===== src/rtl/sram_arbiter.sv =====
// sram_arbiter: shares one single-port SRAM between CHANNELS requesters using
// fixed or round-robin arbitration and a per-channel req/ack handshake.
module sram_arbiter #(
    parameter int unsigned CHANNELS      = 4,
    parameter int unsigned ADDR_W        = 19,
    parameter int unsigned DATA_W        = 8,
    parameter int unsigned ACCESS_CYCLES = 2,
    parameter int unsigned RR_MODE       = 1,
    parameter int unsigned PRIO0         = 1
) (
    input  logic                       clk28,
    input  logic                       rst,
    input  logic [CHANNELS-1:0]        req,
    input  logic [CHANNELS-1:0]        we,
    input  logic [CHANNELS*ADDR_W-1:0] addr,
    input  logic [CHANNELS*DATA_W-1:0] wdata,
    output logic [CHANNELS-1:0]        ack,
    output logic [DATA_W-1:0]          rdata,
    output logic                       busy,
    output logic [ADDR_W-1:0]          va,
    output logic [DATA_W-1:0]          vd_out,
    output logic                       vd_oe,
    input  logic [DATA_W-1:0]          vd_in,
    output logic                       n_vrd,
    output logic                       n_vwr
);

    localparam int unsigned CNT_W = $clog2(ACCESS_CYCLES + 1);
    localparam int unsigned IDX_W = $clog2(CHANNELS);

    typedef enum logic [1:0] {
        IDLE   = 2'd0,
        ACCESS = 2'd1,
        DONE   = 2'd2
    } state_t;

    state_t             state;
    logic [CNT_W-1:0]   cnt;
    logic [IDX_W-1:0]   last;
    logic [IDX_W-1:0]   gnt;
    logic               wr;

    logic               grant_c;
    logic               prio_hit_c;
    logic [IDX_W-1:0]   win_c;
    int                 scan_idx;
    logic [ADDR_W-1:0]  addr_sel_c;
    logic [DATA_W-1:0]  wdata_sel_c;
    logic               we_sel_c;

    // Winner selection; the round-robin scan wraps explicitly so that
    // non-power-of-two channel counts never index past CHANNELS-1.
    always_comb begin
        grant_c    = 1'b0;
        win_c      = '0;
        scan_idx   = 0;
        prio_hit_c = (PRIO0 != 0) && req[0];
        if (prio_hit_c) begin
            grant_c = 1'b1;
        end else if (RR_MODE != 0) begin
            for (int k = 1; k <= int'(CHANNELS); k++) begin
                scan_idx = int'(last) + k;
                if (scan_idx >= int'(CHANNELS)) begin
                    scan_idx = scan_idx - int'(CHANNELS);
                end
                if (!grant_c && req[IDX_W'(scan_idx)]) begin
                    grant_c = 1'b1;
                    win_c   = IDX_W'(scan_idx);
                end
            end
        end else begin
            for (int i = 0; i < int'(CHANNELS); i++) begin
                if (!grant_c && req[IDX_W'(i)]) begin
                    grant_c = 1'b1;
                    win_c   = IDX_W'(i);
                end
            end
        end
    end

    // Payload of the winning channel
    always_comb begin
        addr_sel_c  = '0;
        wdata_sel_c = '0;
        we_sel_c    = 1'b0;
        for (int i = 0; i < int'(CHANNELS); i++) begin
            if (win_c == IDX_W'(i)) begin
                addr_sel_c  = addr[i*ADDR_W +: ADDR_W];
                wdata_sel_c = wdata[i*DATA_W +: DATA_W];
                we_sel_c    = we[IDX_W'(i)];
            end
        end
    end

    // Access sequencer; every SRAM pin comes straight from a flop.
    always_ff @(posedge clk28 or posedge rst) begin
        if (rst) begin
            state  <= IDLE;
            cnt    <= '0;
            last   <= IDX_W'(CHANNELS - 1);
            gnt    <= '0;
            wr     <= 1'b0;
            ack    <= '0;
            rdata  <= '0;
            busy   <= 1'b0;
            va     <= '0;
            vd_out <= '0;
            vd_oe  <= 1'b0;
            n_vrd  <= 1'b1;
            n_vwr  <= 1'b1;
        end else begin
            case (state)
                IDLE: begin
                    if (grant_c) begin
                        gnt    <= win_c;
                        if (!prio_hit_c) begin
                            last <= win_c;
                        end
                        wr     <= we_sel_c;
                        va     <= addr_sel_c;
                        vd_out <= wdata_sel_c;
                        vd_oe  <= we_sel_c;
                        n_vrd  <= we_sel_c;
                        n_vwr  <= !we_sel_c;
                        cnt    <= CNT_W'(ACCESS_CYCLES - 1);
                        busy   <= 1'b1;
                        state  <= ACCESS;
                    end
                end
                ACCESS: begin
                    if (cnt == '0) begin
                        if (!wr) begin
                            rdata <= vd_in;
                        end
                        n_vrd <= 1'b1;
                        n_vwr <= 1'b1;
                        ack   <= CHANNELS'(1) << gnt;
                        state <= DONE;
                    end else begin
                        cnt <= cnt - CNT_W'(1);
                    end
                end
                DONE: begin
                    ack   <= '0;
                    vd_oe <= 1'b0;
                    busy  <= 1'b0;
                    state <= IDLE;
                end
                default: begin
                    state <= IDLE;
                end
            endcase
        end
    end

endmodule


===== config.mk =====
export PLATFORM = sky130hd
export DESIGN_NAME = sram_arbiter
export DESIGN_NICKNAME = d
export VERILOG_FILES = /design/src/rtl/sram_arbiter.sv
export SDC_FILE = /design/constraint.sdc
export NUM_CORES = 1
export LEC_CHECK = 0
export BUFFER_PORTS_ARGS = -buffer_cell sky130_fd_sc_hd__buf_2
export CORE_AREA = 2 2 104 106
export CTS_BUF_LIST = sky130_fd_sc_hd__clkbuf_4 sky130_fd_sc_hd__clkbuf_8
export CTS_CLUSTER_SIZE = 14
export DETAILED_ROUTE_END_ITERATION = 12
export DIE_AREA = 0 0 106 108
export PLACE_DENSITY = 0.57
export RECOVER_POWER = 100
export REMOVE_ABC_BUFFERS = 1
export SLEW_MARGIN = 20
export SYNTH_ARGS = -nofsm -noshare
export SYNTH_HDL_FRONTEND = slang
export SYNTH_SLANG_ARGS = --single-unit

===== constraint.sdc =====
create_clock -name clk28 -period 3.1 [get_ports clk28]
set_clock_uncertainty 0.05 [all_clocks]
set_input_delay 0.155 -clock clk28 [delete_from_list [all_inputs] [get_ports clk28]]
set_output_delay 0.155 -clock clk28 [all_outputs]
set_load 0.1 [all_outputs]

==> results of run 1 <==
==> path summary, 6_finish.rpt <==
path / startpoint / end
hold / removal: vd_in[1] / rdata[1]
min in group asynchronous: rst / va[3]
hold reg to reg: cnt[0] / cnt[0]
setup / recovery: state[0] / va[12]
max in group asynchronous: rst / last[0]
setup reg to reg: state[0] / va[12]
==> layout make-up <==
type / instances / share of cell area (%)
Timing Repair Buffer: 177 / 21.8
Clock inverter: 3 / 1.17
Clock buffer: 5 / 1.73
Inverter: 7 / 0.662
Sequential cell: 52 / 32.9
Tap cell: 136 / 4.29
Multi-Input combinational cell: 237 / 37.4
==> per-layer routing <==
metal  track usage, %  up-vias  routed length [um]
met5                0        -                   0
met4             3.38        0                  70
met3             3.74        6                 711
met2             29.8      143                4560
met1             20.2     1446                4100
li1                 -     1500                   -
==> per-stage QoR <==
| stage | setup WS (ns) | util [%] | instance area (um2) | cells |
|---|---|---|---|---|
| after floorplan | 0.352 | - | 2820 | 296 |
| after global placement | 0.816 | 38.0 | 3880 | 606 |
| after detailed placement | 0.832 | 38.0 | 3880 | 606 |
| after CTS | 0.806 | 39.2 | 4010 | 615 |
| after global routing | 0.376 | 38.8 | 3970 | 617 |
| final | 0.544 | 38.8 | 3970 | 617 |
==> flip-flops by register name, indices dropped and copies added, names as in the netlist <==
signal and flops:
va 19, vd_out 8, rdata 8, wr 1, last 2, n_vrd 1, vd_oe 1, busy 1
n_vwr 1, cnt 2, gnt 2, ack 4, state 2
==> synthesized netlist by cell type (2+ instances only) <==
library cell	count	area [um2]
nor2_1	32	120
a32o_1	3	30.0
a21oi_1	58	290
dfrtp_1	48	1200
clkbuf_1	6	22.5
a22o_1	3	26.3
buf_2	8	40.0
o211a_1	2	20.0
nand2_1	9	33.8
inv_1	7	26.3
o21ai_1	3	15.0
mux2i_1	2	20.0
o22ai_1	27	169
dfstp_2	4	105
mux2_2	9	101
o21a_1	2	15.0
buf_4	5	37.5
o21ai_0	5	25.0
buf_6	7	78.8
nor2b_1	30	188
a211oi_1	26	195
nor3_1	3	15.0
==> logic make-up after synthesis <==
group	count (synthesis)	synth area share, %
AOI/OAI and AO/OA	141	30.2
and+or+nand+nor	84	14.9
DFF	52	43.4
buffers and inverters	34	6.99
muxes	11	4.04
adders and majority gates	1	0.416
==> worst max-delay path, stage by stage, from the launching register on <==
cell and delay, ns:
dfrtp_1 0.50, nor2_1 0.24, nand2_4 0.27, nor2_1 0.80, buf_4 0.38, a21oi_1 0.06, o22ai_1 0.16
==> what timing repair did <==
action / in CTS / in global routing
endpoints found under the hold margin: 31 / 2
buffers inserted: 0 / 0
hold buffers: 1 / 2
==> insert_results.sql, run 1 <==
INSERT INTO impl_metrics (metric_group, metric, value, unit) VALUES
('detailed_routing', 'route.vias.total', '3095', ''),
('placement', 'detailed_placer_s_ending_hpwl', '7.02', 'mm'),
('clock_network', 'clock_latency', '0.31', 'ns'),
('status', 'run_status', 'finished, final reports clean', ''),
('worst_setup_path', 'critical_path_peak_fanout', '32', ''),
('finish', 'fillerInstances', '1086', ''),
('detailed_routing', 'routed_length_per_instance', '15.3', 'um'),
('clock_network', 'cts-root-buf', 'clkbuf_8', ''),
('detailed_routing', 'drtIter0Drc', '129', ''),
('finish', 'nets', '607', ''),
('placement', 'io_buffers', '166', ''),
('timing', 'period_share', '82.5', '%'),
('finish', 'drive_gt1_share', '32.4', '%'),
('clock_network', 'clk_pin_slew_worst_paths', '0.10', 'ns'),
('yosys', 'count_of_synthesis_stage_warnings_from_yosys', '0', ''),
('worst_setup_path', 'critical_path.endpoint_type', 'flip-flop', ''),
('yosys', 'synth-edff-count', '0', ''),
('finish', 'layout_commonest_cell', 'buf_2', ''),
('timing', 'slew-limit-headroom', '12.1', '%'),
('floorplanning', 'initial_utilization', '29.4', '%'),
('worst_setup_path', 'cp-start-kind', 'flip-flop', ''),
('yosys', 'main_synth_ff_type', 'dfrtp_1', ''),
('floorplanning', 'die-width', '106', 'um'),
('yosys', 'synth_async_sr_flop_share', '100', '%'),
('yosys', 'syn_area', '0.00301', 'mm2'),
('finish', 'antenna_cells', '0', ''),
('global_routing', 'grt_usage', '16.5', '%'),
('yosys', 'synth_area_per_cell', '9.31', 'um2'),
('min_path', 'worstHoldPathType', 'in2reg', ''),
('timing', 'setup_total_negative_slack', '0', 'ns'),
('detailed_routing', 'firstDrtPassIters', '4', ''),
('timing', 'transition_time_at_the_pin_with_the_least_slew_margin', '1.32', 'ns'),
('floorplanning', 'core-area', '0.0102', 'mm2'),
('clock_network', 'cts_made_buffers', '5', ''),
('finish', 'seqCellArea', '0.00131', 'mm2'),
('detailed_routing', 'postRouteAntennaNets', '0', ''),
('timing', 'report.final.hold_viol_count', '0', ''),
('floorplanning', 'die_height', '108', 'um'),
('yosys', 'sequential_fraction_of_the_synthesis_area', '43.4', '%'),
('clock_network', 'cts_tree', 'built', ''),
('global_routing', 'antenna_found_initial', '0', ''),
('timing', 'fmax', '0.391', 'GHz'),
('min_path', 'holdPathStages', '2', ''),
('clock_network', 'cts.repair.resized', '0', ''),
('timing', 'finalCriticalPeriod', '2.56', 'ns'),
('clock_network', 'cts.path.max_buffers', '2', ''),
('global_routing', 'grt_max_degree', '35', ''),
('finish', 'multi_input_comb_area', '0.00149', 'mm2'),
('clock_network', 'h-tree-depth', '2', ''),
('clock_network', 'cts_num_sinks', '52', ''),
('worst_setup_path', 'worstSetupPathType', 'reg2reg', ''),
('finish', 'layout.cells.most_common_list', '123 x buf_2, 58 x a21oi_1, 48 x dfrtp_1', ''),
('timing', 'setup_viol_count_final', '0', ''),
('floorplanning', 'number_of_core_rows', '37', ''),
('worst_setup_path', 'critical_path_arrival', '2.73', 'ns'),
('worst_setup_path', 'worstRegToRegCells', '6', ''),
('yosys', 'yosys.cell_types.count', '46', ''),
('detailed_routing', 'detailed_route_drc_error_count', '0', ''),
('yosys', 'synth_cells', '323', ''),
('detailed_routing', 'vias_per_cell', '5.02', ''),
('global_routing', 'first_pass_grt_wire_length', '15.1', 'mm'),
('global_routing', 'number_of_global_route_vias_before_repair', '3112', ''),
('worst_setup_path', 'crit_required', '3.27', 'ns'),
('run', 'drv_cap', '0', ''),
('timing', 'finalHoldWorstSlack', '0.0218', 'ns'),
('floorplanning', 'top_ports', '169', ''),
('timing', 'rsz0062_at_grt', 'false', ''),
('detailed_routing', 'postRouteWirelength', '9.44', 'mm'),
('worst_setup_path', 'r2r_setup_slack', '0.54', 'ns'),
('timing', 'finalMaxSlewViolations', '0', ''),
('floorplanning', 'die-area', '0.0114', 'mm2'),
('finish', 'syn2layout_area_growth', '31.9', '%'),
('global_routing', 'gr-total-overflow', '0', ''),
('placement', 'finalWeightedCongestion', '0.785', ''),
('yosys', 'yosys_register_bits', '52', '');
Power of run 1 is not shown: default switching activity piles up to over one toggle a cycle in this logic, so the estimate is an artifact.
==> run 2: changes to the inputs <==
- ABC_AREA: default -> 1
- CORE_AREA: 2 2 104 106 -> 2 2 106 108
- DIE_AREA: 0 0 106 108 -> 0 0 108 110
- PLACE_DENSITY: 0.57 -> 0.59
- clock period: 3.1 -> 2.3 ns (I/O delays scaled with it)
==> insert_results.sql, run 2 <==
INSERT INTO impl_metrics (metric_group, metric, value, unit) VALUES
('timing', 'period_share', '98.2', '%'),
('finish', 'nets', '739', ''),
('clock_network', 'h-tree-depth', '2', ''),
('timing', 'report.final.hold_viol_count', '0', ''),
('finish', 'layout.cells.most_common_list', '168 x nand2_1, 123 x buf_2, 54 x nand4_1', ''),
('global_routing', 'antenna_found_initial', '0', ''),
('yosys', 'synth-edff-count', '0', ''),
('yosys', 'yosys_register_bits', '52', ''),
('placement', 'finalWeightedCongestion', '0.878', ''),
('yosys', 'yosys.cell_types.count', '27', ''),
('finish', 'layout.cell_area.non_filler', '0.00471', 'mm2'),
('finish', 'seqCellArea', '0.00131', 'mm2'),
('detailed_routing', 'vias_per_cell', '4.75', ''),
('floorplanning', 'core-area', '0.0107', 'mm2'),
('yosys', 'count_of_synthesis_stage_warnings_from_yosys', '0', ''),
('clock_network', 'cts_made_buffers', '5', ''),
('finish', 'antenna_cells', '0', ''),
('yosys', 'leading_area_contributor_after_synthesis', 'dfrtp_1', ''),
('floorplanning', 'die-area', '0.0119', 'mm2'),
('worst_setup_path', 'critical_path_arrival', '2.45', 'ns'),
('global_routing', 'grt_max_degree', '34', ''),
('floorplanning', 'top_ports', '169', ''),
('finish', 'fillerInstances', '1113', ''),
('timing', 'setup_viol_count_final', '0', ''),
('yosys', 'synth_most_common_cell', 'nand2_1', ''),
('run', 'drv_cap', '0', ''),
('floorplanning', 'die-width', '108', 'um'),
('worst_setup_path', 'critical_path.endpoint_type', 'flip-flop', ''),
('finish', 'drive_gt1_share', '36.7', '%'),
('global_routing', 'number_of_global_route_vias_before_repair', '3310', ''),
('worst_setup_path', 'crit_required', '2.49', 'ns'),
('global_routing', 'first_pass_grt_wire_length', '15.6', 'mm'),
('floorplanning', 'number_of_core_rows', '38', ''),
('yosys', 'synth_async_sr_flop_share', '100', '%'),
('status', 'run_status', 'finished, final reports clean', ''),
('timing', 'slew-limit-headroom', '18.8', '%'),
('yosys', 'synth_cells', '422', ''),
('global_routing', 'grt_usage', '16.6', '%'),
('yosys', 'sequential_fraction_of_the_synthesis_area', '41.3', '%'),
('clock_network', 'cts.path.max_buffers', '2', ''),
('detailed_routing', 'postRouteWirelength', '10.9', 'mm'),
('timing', 'final.setup.worst_slack', '0.0408', 'ns'),
('clock_network', 'cts_tree', 'built', ''),
('finish', 'layout_commonest_cell', 'nand2_1', ''),
('detailed_routing', 'firstDrtPassIters', '4', ''),
('placement', 'io_buffers', '166', ''),
('timing', 'finalCriticalPeriod', '2.26', 'ns'),
('yosys', 'main_synth_ff_type', 'dfrtp_1', ''),
('placement', 'post-place-ws', '-0.158', 'ns'),
('global_routing', 'gr-total-overflow', '0', ''),
('finish', 'largest_reg_flops', '19', ''),
('timing', 'finalMaxSlewViolations', '0', ''),
('placement', 'detailed_placer_s_ending_hpwl', '7.40', 'mm'),
('floorplanning', 'initial_utilization', '29.5', '%'),
('yosys', 'synth_commonest_cells', '180 x nand2_1, 54 x nand4_1, 48 x dfrtp_1', ''),
('yosys', 'ys_top_cells_by_area', 'dfrtp_1 38%, nand2_1 21%, nand4_1 11%', ''),
('detailed_routing', 'drtIter0Drc', '212', ''),
('placement', 'place_area', '0.00419', 'mm2'),
('worst_setup_path', 'worstSetupPathType', 'reg2reg', ''),
('clock_network', 'clock_latency', '0.30', 'ns'),
('yosys', 'synth_area_per_cell', '7.49', 'um2'),
('timing', 'fmax', '0.443', 'GHz'),
('timing', 'transition_time_at_the_pin_with_the_least_slew_margin', '1.22', 'ns'),
('timing', 'rsz0062_at_grt', 'true', ''),
('finish', 'syn2layout_area_growth', '49.0', '%'),
('clock_network', 'cts_num_sinks', '52', ''),
('finish', 'largest_registers', 'va: 19 flops, rdata: 8 flops, vd_out: 8 flops', ''),
('worst_setup_path', 'cp-start-kind', 'flip-flop', ''),
('yosys', 'syn_area', '0.00316', 'mm2'),
('floorplanning', 'die_height', '110', 'um'),
('detailed_routing', 'route.vias.total', '3576', ''),
('min_path', 'worstHoldPathType', 'in2reg', ''),
('worst_setup_path', 'critical_path_peak_fanout', '15', ''),
('finish', 'multi_input_comb_area', '0.00169', 'mm2'),
('detailed_routing', 'detailed_route_drc_error_count', '0', ''),
('detailed_routing', 'routed_length_per_instance', '14.4', 'um'),
('clock_network', 'clk_pin_slew_worst_paths', '0.10', 'ns'),
('detailed_routing', 'postRouteAntennaNets', '0', ''),
('yosys', 'synthDominantCellAreaShare', '38.0', '%'),
('clock_network', 'cts-root-buf', 'clkbuf_8', ''),
('timing', 'setup_total_negative_slack', '0', 'ns'),
('finish', 'largest_register', 'va', '');
## run 2: cell count changes in the layout (fill, tap and decap cells not counted), moves of 26 or more
cell      change
a21oi_1      -57
a211oi_1     -26
nor2_1       -28
nand4_1      +54
nand2_1     +159
nor2b_1      -30
o22ai_1      -27
## run 2: per-stage QoR
stage | utilization [%] | cells | hold WS [ns]
floorplan | - | 396 | 0.216
global placement | 39.1 | 723 | 0.175
detailed placement | 39.1 | 723 | 0.168
CTS | 41.4 | 741 | 0.0101
global route | 44.0 | 753 | 0.00759
finish | 44.0 | 753 | 0.0211
## run 2: area by class of cell
cell class              count  area share, %
repair buffers            207           27.4
well taps                 140           3.72
inverters                  24           2.63
clock inverters             2          0.744
multi-input cells         321           35.9
flip-flops and latches     52           27.8
repair inverters            1          0.239
clock buffers               6           1.62
## run 2: path summary, 6_finish.rpt
kind / start / endpoint / slack [ns] / cells after the start
worst max-delay path: last[0] / va[17] / 0.04 / 16
worst min-delay path: vd_in[4] / rdata[4] / 0.02 / 2
worst max register to register: last[0] / va[17] / 0.04 / 16
worst min register to register: cnt[0] / cnt[0] / 0.43 / 1
max in group asynchronous: rst / va[18] / 0.39 / 4
min in group asynchronous: rst / wr / 0.55 / 3
## run 2: cell families (layout without fill, tap and decap cells)
| logic type | count (synthesis) | count (layout) | share of synthesized area (%) |
|---|---|---|---|
| buffers and inverters | 50 | 240 | 8.63 |
| AOI/OAI and AO/OA | 18 | 18 | 3.25 |
| DFF | 52 | 52 | 41.3 |
| adders and majority gates | 1 | 1 | 0.396 |
| and+or+nand+nor | 293 | 294 | 43.5 |
| muxes | 8 | 8 | 2.85 |
## run 2: worst max-delay path: stages, from the launching register on
cell and delay (ns):
dfstp_2 0.63, inv_6 0.07, nand2_1 0.06, nand2_1 0.07, nand2_2 0.08, nand2_2 0.07, nor2_4 0.14, nand3_2 0.13
nand2_1 0.10, nand2_2 0.07, nand2_4 0.09, buf_12 0.14, clkbuf_16 0.19, nand3_1 0.09, nand4_1 0.10, nand2_1 0.05
nand2_1 0.06
## run 2: metal layers
| layer | share of wire [%] | global-route usage, % |
|---|---|---|
| met1 | 43 | 21.4 |
| met5 | 0 | 0 |
| met4 | 0.29 | 3.57 |
| met2 | 51 | 29.1 |
| met3 | 5.7 | 3.06 |
## run 2: repair_timing
action | CTS | global route
pin swaps | 1 | 11
setup endpoints to repair | 27 | 37
resized for setup | 8 | 46
gates cloned | 1 | 4
buffers inserted | 1 | 8
hold endpoints to repair | 27 | 0
hold buffers | 8 | 0
Power of run 2 is left out for the same reason.
==> run 3: changes to the inputs <==
- clock period: 2.3 -> 2.8 ns (I/O delays scaled with it)
==> insert_results.sql, run 3 (synthesized netlist as in run 2, its figures left out) <==
INSERT INTO impl_metrics (metric_group, metric, value, unit) VALUES
('status', 'run_status', 'finished with violations', ''),
('status', 'failed_checks', 'capacitance limit, slew limit', ''),
('worst_setup_path', 'r2r_setup_slack', '0.25', 'ns'),
('detailed_routing', 'routed_length_per_instance', '13.1', 'um'),
('global_routing', 'gr-total-overflow', '0', ''),
('clock_network', 'cts_num_sinks', '52', ''),
('worst_setup_path', 'worst_setup_path_endpoint', 'va[6]', ''),
('timing', 'fmax', '0.392', 'GHz'),
('worst_setup_path', 'worst_setup_path_startpoint', 'last[0]', ''),
('worst_setup_path', 'critical_path.endpoint_type', 'flip-flop', ''),
('detailed_routing', 'postRouteAntennaNets', '0', ''),
('timing', 'finalMaxSlewViolations', '43', ''),
('finish', 'largest_register', 'va', ''),
('floorplanning', 'core-area', '0.0107', 'mm2'),
('floorplanning', 'number_of_core_rows', '38', ''),
('placement', 'finalWeightedCongestion', '0.902', ''),
('timing', 'rsz0062_at_grt', 'false', ''),
('finish', 'nets', '706', ''),
('detailed_routing', 'detailed_route_drc_error_count', '0', ''),
('timing', 'slew-limit-headroom', '-4.36', '%'),
('placement', 'detailed_placer_s_ending_hpwl', '6.79', 'mm'),
('finish', 'drive_gt1_share', '29.7', '%'),
('global_routing', 'number_of_global_route_vias_before_repair', '3172', ''),
('floorplanning', 'die-area', '0.0119', 'mm2'),
('finish', 'antenna_cells', '0', ''),
('finish', 'largest_registers', 'va: 19 flops, rdata: 8 flops, vd_out: 8 flops', ''),
('detailed_routing', 'vias_per_cell', '4.75', ''),
('clock_network', 'cts.path.max_buffers', '2', ''),
('clock_network', 'clk_pin_slew_worst_paths', '0.10', 'ns'),
('global_routing', 'antenna_found_initial', '0', ''),
('worst_setup_path', 'worstSetupPathType', 'reg2reg', ''),
('worst_setup_path', 'crit_required', '3.00', 'ns'),
('detailed_routing', 'route.vias.total', '3422', ''),
('worst_setup_path', 'critical_path_arrival', '2.75', 'ns'),
('floorplanning', 'initial_utilization', '29.5', '%'),
('worst_setup_path', 'timing.rr.start', 'last[0]', ''),
('timing', 'finalCriticalPeriod', '2.55', 'ns'),
('min_path', 'worstHoldPathType', 'in2reg', ''),
('timing', 'transition_time_at_the_pin_with_the_least_slew_margin', '1.56', 'ns'),
('finish', 'layout_commonest_cell', 'nand2_1', ''),
('finish', 'fillerInstances', '1127', ''),
('detailed_routing', 'firstDrtPassIters', '5', ''),
('worst_setup_path', 'worstRegToRegCells', '14', ''),
('clock_network', 'cts_made_buffers', '5', ''),
('finish', 'layout.cells.most_common_list', '180 x nand2_1, 123 x buf_2, 54 x nand4_1', ''),
('timing', 'report.final.hold_viol_count', '0', ''),
('clock_network', 'cts.repair.resized', '0', ''),
('clock_network', 'h-tree-depth', '2', ''),
('floorplanning', 'die-width', '108', 'um'),
('timing', 'period_share', '91.1', '%'),
('clock_network', 'cts_tree', 'built', ''),
('worst_setup_path', 'crit-reg2reg-capture', 'va[6]', ''),
('worst_setup_path', 'critical_path_peak_fanout', '27', ''),
('global_routing', 'grt_usage', '15.7', '%'),
('clock_network', 'cts-root-buf', 'clkbuf_8', ''),
('finish', 'syn2layout_area_growth', '30.4', '%'),
('placement', 'io_buffers', '166', ''),
('global_routing', 'first_pass_grt_wire_length', '14.9', 'mm'),
('worst_setup_path', 'cp-start-kind', 'flip-flop', ''),
('floorplanning', 'die_height', '110', 'um'),
('global_routing', 'grt_max_degree', '57', ''),
('timing', 'setup_total_negative_slack', '0', 'ns'),
('floorplanning', 'top_ports', '169', ''),
('run', 'drv_cap', '1', ''),
('clock_network', 'clock_latency', '0.30', 'ns'),
('detailed_routing', 'postRouteWirelength', '9.44', 'mm'),
('detailed_routing', 'drtIter0Drc', '190', ''),
('timing', 'setup_viol_count_final', '0', ''),
('finish', 'largest_reg_flops', '19', '');
==> run 3: changes by cell type in the layout (fill, tap and decap cells not counted), moves of 3 or more <==
cell,before,now
nand2_1,168,180
buf_4,13,3
nand2_2,17,8
buf_12,8,1
buf_6,7,1
dlygate4sd3_1,8,3
nand3_1,26,31
nand3_2,14,10
clkbuf_16,3,0
nand2_4,3,0
==> run 3: how the worst min path moves through the flow <==
stage | to | from | slack (ns) | depth (start not counted)
final | rdata[2] | vd_in[2] | 0.02 | 2
after global routing | rdata[0] | vd_in[0] | 0.006 | 2
after CTS | rdata[1] | vd_in[1] | 0.005 | 2
after detailed placement | rdata[5] | rst | 0.33 | 2
after global placement | rdata[5] | rst | 0.33 | 2
after floorplan | rdata[0] | vd_in[0] | 0.24 | 1
==> run 3: what timing repair did <==
item,in CTS,in global routing
setup endpoints to repair,0,0
hold buffers,1,2
endpoints found under the hold margin,14,2
setup buffers,0,0
==> run 3: layer usage <==
metal	vias to the layer above	part of all wire (%)	track usage, %
met5	-	0	0
met4	0	1.4	4.12
met3	11	5.9	3.23
met2	124	49	27.7
met1	1570	44	19.5
li1	1717	-	-
==> run 3: final cells by class <==
type | instances | area (um2) | share of cell area, %
multi-input cells | 320 | 1580 | 38.4
flip-flops and latches | 52 | 1310 | 31.7
repair buffers | 176 | 868 | 21.1
well taps | 140 | 175 | 4.25
inverters | 24 | 100 | 2.43
clock buffers | 6 | 76.3 | 1.85
clock inverters | 2 | 12.5 | 0.304
==> run 3: metrics by stage <==
step / hold WS [ns] / util (%) / cell area [um2] / setup WS [ns] / cells
3_3_place_gp: 0.326 / 38.0 / 4070 / 0.305 / 709
2_1_floorplan: 0.241 / - / 2990 / 0.0919 / 396
3_5_place_dp: 0.331 / 38.0 / 4070 / 0.252 / 709
5_1_grt: 0.00584 / 38.5 / 4120 / 0.00509 / 720
4_1_cts: 0.00548 / 39.0 / 4170 / 0.221 / 718
6_report: 0.0174 / 38.5 / 4120 / 0.249 / 720
==> run 3: critical path, stage by stage, from the launching register on <==
cell,delay [ns]
dfstp_2,0.68
inv_6,0.08
nand2_1,0.08
nand2_2,0.07
nand2_2,0.07
nand2_2,0.07
nor2_4,0.12
nand3_2,0.10
nand3_1,0.09
nand2_2,0.09
nor2_4,0.60
nand2_1,0.11
nand4_1,0.14
nand2_1,0.07
nand2_1,0.07
Power of run 3 is left out for the same reason.
